$ cat src/rtl/dmem_arbiter.sv
// dmem_arbiter: two-requester arbiter and sequencer in front of the single-port data memory.
// Port 0 is the CPU load/store unit, port 1 the DMA/loader. One transaction at a time;
// the command is latched at grant, driven to dmem for one ACCESS cycle (plus RD_LAT WAIT
// cycles for reads), and completion is signalled by a one-cycle ack.
module dmem_arbiter #(
  parameter int unsigned ADDR_W     = 32,
  parameter int unsigned DATA_W     = 32,
  parameter int unsigned RD_LAT     = 1,  // 0..7; 0 means dmem reads combinationally
  parameter int unsigned FIXED_PRIO = 0   // 1: port 0 always wins ties
) (
  input  logic              clk,
  input  logic              reset,
  input  logic              req0,
  input  logic              req1,
  input  logic              we0,
  input  logic              we1,
  input  logic [ADDR_W-1:0] addr0,
  input  logic [ADDR_W-1:0] addr1,
  input  logic [DATA_W-1:0] wdata0,
  input  logic [DATA_W-1:0] wdata1,
  output logic              ack0,
  output logic              ack1,
  output logic [DATA_W-1:0] rdata0,
  output logic [DATA_W-1:0] rdata1,
  output logic              mem_enable,
  output logic              mem_read_write,
  output logic [ADDR_W-1:0] mem_address,
  output logic [DATA_W-1:0] mem_data_in,
  input  logic [DATA_W-1:0] mem_data_out,
  output logic              busy,
  output logic              grant_id
);

  localparam logic [2:0] RdLat = 3'(RD_LAT);

  typedef enum logic [1:0] {StIdle, StAccess, StWait, StAck} state_e;

  state_e     state_q;
  logic       last_grant_q;
  logic       we_q;
  logic [2:0] cnt_q;
  logic       sel_valid;
  logic       sel_port;

  // Pick the next owner from the live requests; ties go round-robin or to port 0.
  always_comb begin
    sel_valid = req0 | req1;
    if (req0 && req1) begin
      sel_port = (FIXED_PRIO != 0) ? 1'b0 : ~last_grant_q;
    end else begin
      sel_port = req1;
    end
  end

  // Sequencer: arbitration, dmem drive, read capture and ack, all from registers.
  // mem_address/mem_data_in double as the latched command for the whole transaction.
  always_ff @(posedge clk or negedge reset) begin
    if (!reset) begin
      state_q        <= StIdle;
      last_grant_q   <= 1'b1;  // so port 0 wins the first tie
      we_q           <= 1'b0;
      cnt_q          <= 3'd0;
      ack0           <= 1'b0;
      ack1           <= 1'b0;
      rdata0         <= '0;
      rdata1         <= '0;
      mem_enable     <= 1'b0;
      mem_read_write <= 1'b0;
      mem_address    <= '0;
      mem_data_in    <= '0;
      busy           <= 1'b0;
      grant_id       <= 1'b0;
    end else begin
      ack0 <= 1'b0;
      ack1 <= 1'b0;
      unique case (state_q)
        StIdle: begin
          if (sel_valid) begin
            state_q        <= StAccess;
            last_grant_q   <= sel_port;
            grant_id       <= sel_port;
            busy           <= 1'b1;
            mem_enable     <= 1'b1;
            we_q           <= sel_port ? we1 : we0;
            mem_read_write <= sel_port ? we1 : we0;
            mem_address    <= sel_port ? addr1 : addr0;
            mem_data_in    <= sel_port ? wdata1 : wdata0;
          end
        end
        StAccess: begin
          mem_read_write <= 1'b0;
          if (we_q || RD_LAT == 0) begin
            if (!we_q) begin
              if (grant_id) rdata1 <= mem_data_out;
              else          rdata0 <= mem_data_out;
            end
            state_q    <= StAck;
            mem_enable <= 1'b0;
            ack0       <= ~grant_id;
            ack1       <= grant_id;
          end else begin
            state_q <= StWait;
            cnt_q   <= 3'd1;
          end
        end
        StWait: begin
          if (cnt_q == RdLat) begin
            if (grant_id) rdata1 <= mem_data_out;
            else          rdata0 <= mem_data_out;
            state_q    <= StAck;
            mem_enable <= 1'b0;
            ack0       <= ~grant_id;
            ack1       <= grant_id;
          end else begin
            cnt_q <= cnt_q + 3'd1;
          end
        end
        StAck: begin
          // Mandatory IDLE cycle follows so a finishing requester can drop req.
          state_q <= StIdle;
          busy    <= 1'b0;
        end
        default: state_q <= StIdle;
      endcase
    end
  end

endmodule

$ cat config.mk
export PLATFORM = sky130hd
export DESIGN_NAME = dmem_arbiter
export DESIGN_NICKNAME = d
export VERILOG_FILES = /design/src/rtl/dmem_arbiter.sv
export SDC_FILE = /design/constraint.sdc
export NUM_CORES = 1
export LEC_CHECK = 0
export ABC_CLOCK_PERIOD_IN_PS = 3900
export BUFFER_PORTS_ARGS = -buffer_cell sky130_fd_sc_hd__buf_4
export CORE_MARGIN = 2
export CORE_UTILIZATION = 42
export CTS_CLUSTER_SIZE = 30
export DETAILED_ROUTE_END_ITERATION = 10
export GPL_TIMING_DRIVEN = 0
export PLACE_DENSITY_LB_ADDON = 0.08
export SLEW_MARGIN = 30
export SYNTH_ARGS = -nofsm -noshare
export SYNTH_HDL_FRONTEND = slang
export SYNTH_SLANG_ARGS = --single-unit
$ cat constraint.sdc
create_clock -name clk -period 3.9 [get_ports clk]
set_input_delay 0.39 -clock clk [delete_from_list [all_inputs] [get_ports clk]]
set_output_delay 0.39 -clock clk [all_outputs]
set_load 0.05 [all_outputs]
==> impl_metrics.toml <==
[run_status]
status = "complete, no violations"

[synthesis]
yosys_most_used_dff = "dfrtp_1"
synth-simple-area-share_pct = 14.4
synth_xor_area_share_pct = 0
synth_edf_count = 0
synth-warning-count = 0
synthArstFlopShare_pct = 100
synthAdderAreaFrac_pct = 1.45
synth_compound_area_share_pct = 9.19
synth_top_family_by_area = "simple AND/OR/NAND/NOR gates"
ys_seq_area_share_pct = 58.4
synth.cell_area_um2 = 6050
ys_ff_latch = 141
synth_cells = 561
synth_mux_area_share_pct = 12.3
synth_nets = 734
syn_area_per_cell_um2 = 10.8
ys_types = 36

[clock_tree]
cts_made_buffers = 17
htreeDepth = 4
clockRootBuffer = "clkbuf_16"
cts_tree = "done"
clkTransAtPathRegs_ns = 0.06
clockBufferDepth = 2
clk-insertion-delay-late_ns = 0.42
clock_sinks = 141

[grt]
antenna_found_initial = 0
grt_pass1_wl_um = 26900
grt_pass1_vias = 5229
grt_use_total_pct = 23.0
grt_max_degree = 91
grt_remaining_overflow = 0

[route]
drcViolationCount = 0
via_per_inst = 4.98
routed_wl_um = 17800
num_vias = 5346
antenna_left = 0
first_pass_iters = 5
wl_per_cell_um = 16.6
drt_iter0_drc = 292

[place]
gp_congestion = 0.788
hpwl_um = 13600
place_area_um2 = 8550
portBuffers = 299
place_ws_ns = 1.85

[critical_path]
slowest_delay_ns = 0.42
critPathCapture = "rdata0[24]"
r2r-end = "rdata0[24]"
critPathArrivalTime_ns = 2.33
cp-end-kind = "flop"
worstSetupStartpoint = "state_q[0]"
reg2regPathDepth = 7
rrSetupSlack_ns = 1.86
cp_common_cell = "inv_1"
crit_slowest_cell = "dfrtp_1"
cp.required_ns = 4.19
worst-setup-path-type = "flop to flop"
rr_startpoint = "state_q[0]"
cp_cell_sequence = "inv_1 -> ha_1 -> buf_4 -> inv_1 -> nor3_4 -> buf_6 -> mux2_2"
crit_path_start_kind = "flop"
crit_fanout = 10

[pwr]
comb_power_share_pct = 55.7
leakagePower_nw = 4.46
seq_power_share_pct = 26.3
swShare_pct = 47.7
cellPowerDensity_nw_per_um2 = 1080
switchingPower_mw = 4.77
internal_power_mw = 5.24
peakVddDrop_mv = 0.549
total_power_mw = 10.0
clockPowerShare_pct = 18.0

[timing]
hold_violations = 0
tns_ns = 0
slew_violations = 0
fin_skew_ns = 0.0138
layout_min_cycle_time_ns = 2.04
worst_slack_ns = 1.86
min_period_over_period_pct = 52.2
max_freq_mhz = 491
setup_viol = 0
rsz0062_at_grt = "no"
worst_pin_slew_ns = 0.512
slew_headroom_pct = 65.9

[layout]
drive_gt1_share_pct = 48.0
antenna_cells = 0
final_common_cell = "buf_4"
nFillCells = 1085
stdcell_area_um2 = 9230
syn_to_final_growth_pct = 52.6
layout_common_cells = "buf_4 (304), dfrtp_1 (140), nand2_1 (134), nor2_1 (71), a31oi_1 (67)"
nets = 1054

[die]
core_um2 = 14000
start_util_pct = 43.2
rows = 43
die_w_um = 124
design.portCount = 300
die_y_um = 124
die_area_um2 = 15400

[hold_path]
hold_path.class = "input port to flop"

[flow_run]
maxCapViolCount = 0
[power by group through the flow]
stage | combinational (mW) | sequential (mW) | clock, mW
2_1_floorplan | 1.39 | 5.06 | 0
3_3_place_gp | 5.54 | 2.60 | 0
3_5_place_dp | 5.63 | 2.65 | 0
4_1_cts | 5.63 | 2.64 | 1.84
5_1_grt | 5.89 | 2.73 | 1.90
6_report | 5.58 | 2.63 | 1.80
[cell families after synthesis]
kind of cell             count (synthesis)
AO/OA/AOI/OAI                           86
adder cells (fa/ha/maj)                  7
buffers and inverters                   44
flip-flops                             141
multiplexers                            66
AND/OR/NAND/NOR                        217
[layer usage]
metal / vias up / GRT usage [%] / wire length (µm)
met1: 2539 / 27.7 / 6960
met4: 0 / 8.36 / 356
met5: - / 0 / 0
met2: 221 / 38.8 / 8950
met3: 28 / 7.23 / 1550
li1: 2558 / - / -
[worst max-delay path, delay by kind of cell (launching register included)]
kind,cells,cell delay (ns)
buffers and inverters,4,0.62
muxes,1,0.35
DFF,1,0.42
adders and majority gates,1,0.16
and+or+nand+nor,1,0.36
[synth_stat cells, types with 2 or more instances]
library cell,instances,area share [%]
mux2_1,2,0.37
a31oi_1,67,6.9
nor2_1,71,4.4
clkbuf_1,8,0.50
inv_1,7,0.43
dfrtp_1,140,58
mux2_2,63,12
buf_2,16,1.3
buf_6,7,1.3
nand2_1,134,8.3
nor2b_1,3,0.31
a21oi_1,3,0.25
ha_1,7,1.4
buf_4,6,0.74
o21ai_0,6,0.50
[sequential cells by signal, indices dropped and copies added (netlist names), 2 cells and up]
register / count
rdata0: 32
state_q: 2
cnt_q: 3
mem_data_in: 32
mem_address: 32
rdata1: 32
[worst min path at each step]
stage / start / endpoint / slack (ns) / cells past startpoint
finish: req0 / last_grant_q / 0.18 / 2
global route: req0 / last_grant_q / 0.19 / 2
CTS: req0 / last_grant_q / 0.16 / 2
detailed placement: reset / rdata1[24] / 0.33 / 1
global placement: rdata0[13] / rdata0[13] / 0.47 / 1
floorplan: reset / ack0 / 0.09 / 0
[area by class of cell]
type,count,area [µm²],share of cell area [%]
Timing Repair Buffer,301,2290,24.8
Clock buffer,22,484,5.25
Multi-Input combinational cell,376,2260,24.5
Inverter,7,26.3,0.285
Buffer,37,234,2.54
Tap cell,180,225,2.44
Clock inverter,9,183,1.98
Sequential cell,141,3530,38.2
[what timing repair did]
item | in CTS | in global routing
endpoints found under the hold margin | 50 | 0
hold buffers | 1 | 0
resized for setup | 0 | 0
setup buffers | 0 | 0
[metrics by stage]
stage	hold WS, ns	util [%]	std cells
2_1_floorplan	0.0944	-	561
5_1_grt	0.194	66.0	1073
4_1_cts	0.160	66.0	1073
3_3_place_gp	0.473	60.9	1040
6_report	0.182	66.0	1073
3_5_place_dp	0.327	61.1	1041
No activity file was read; power rests on OpenSTA's default activity.
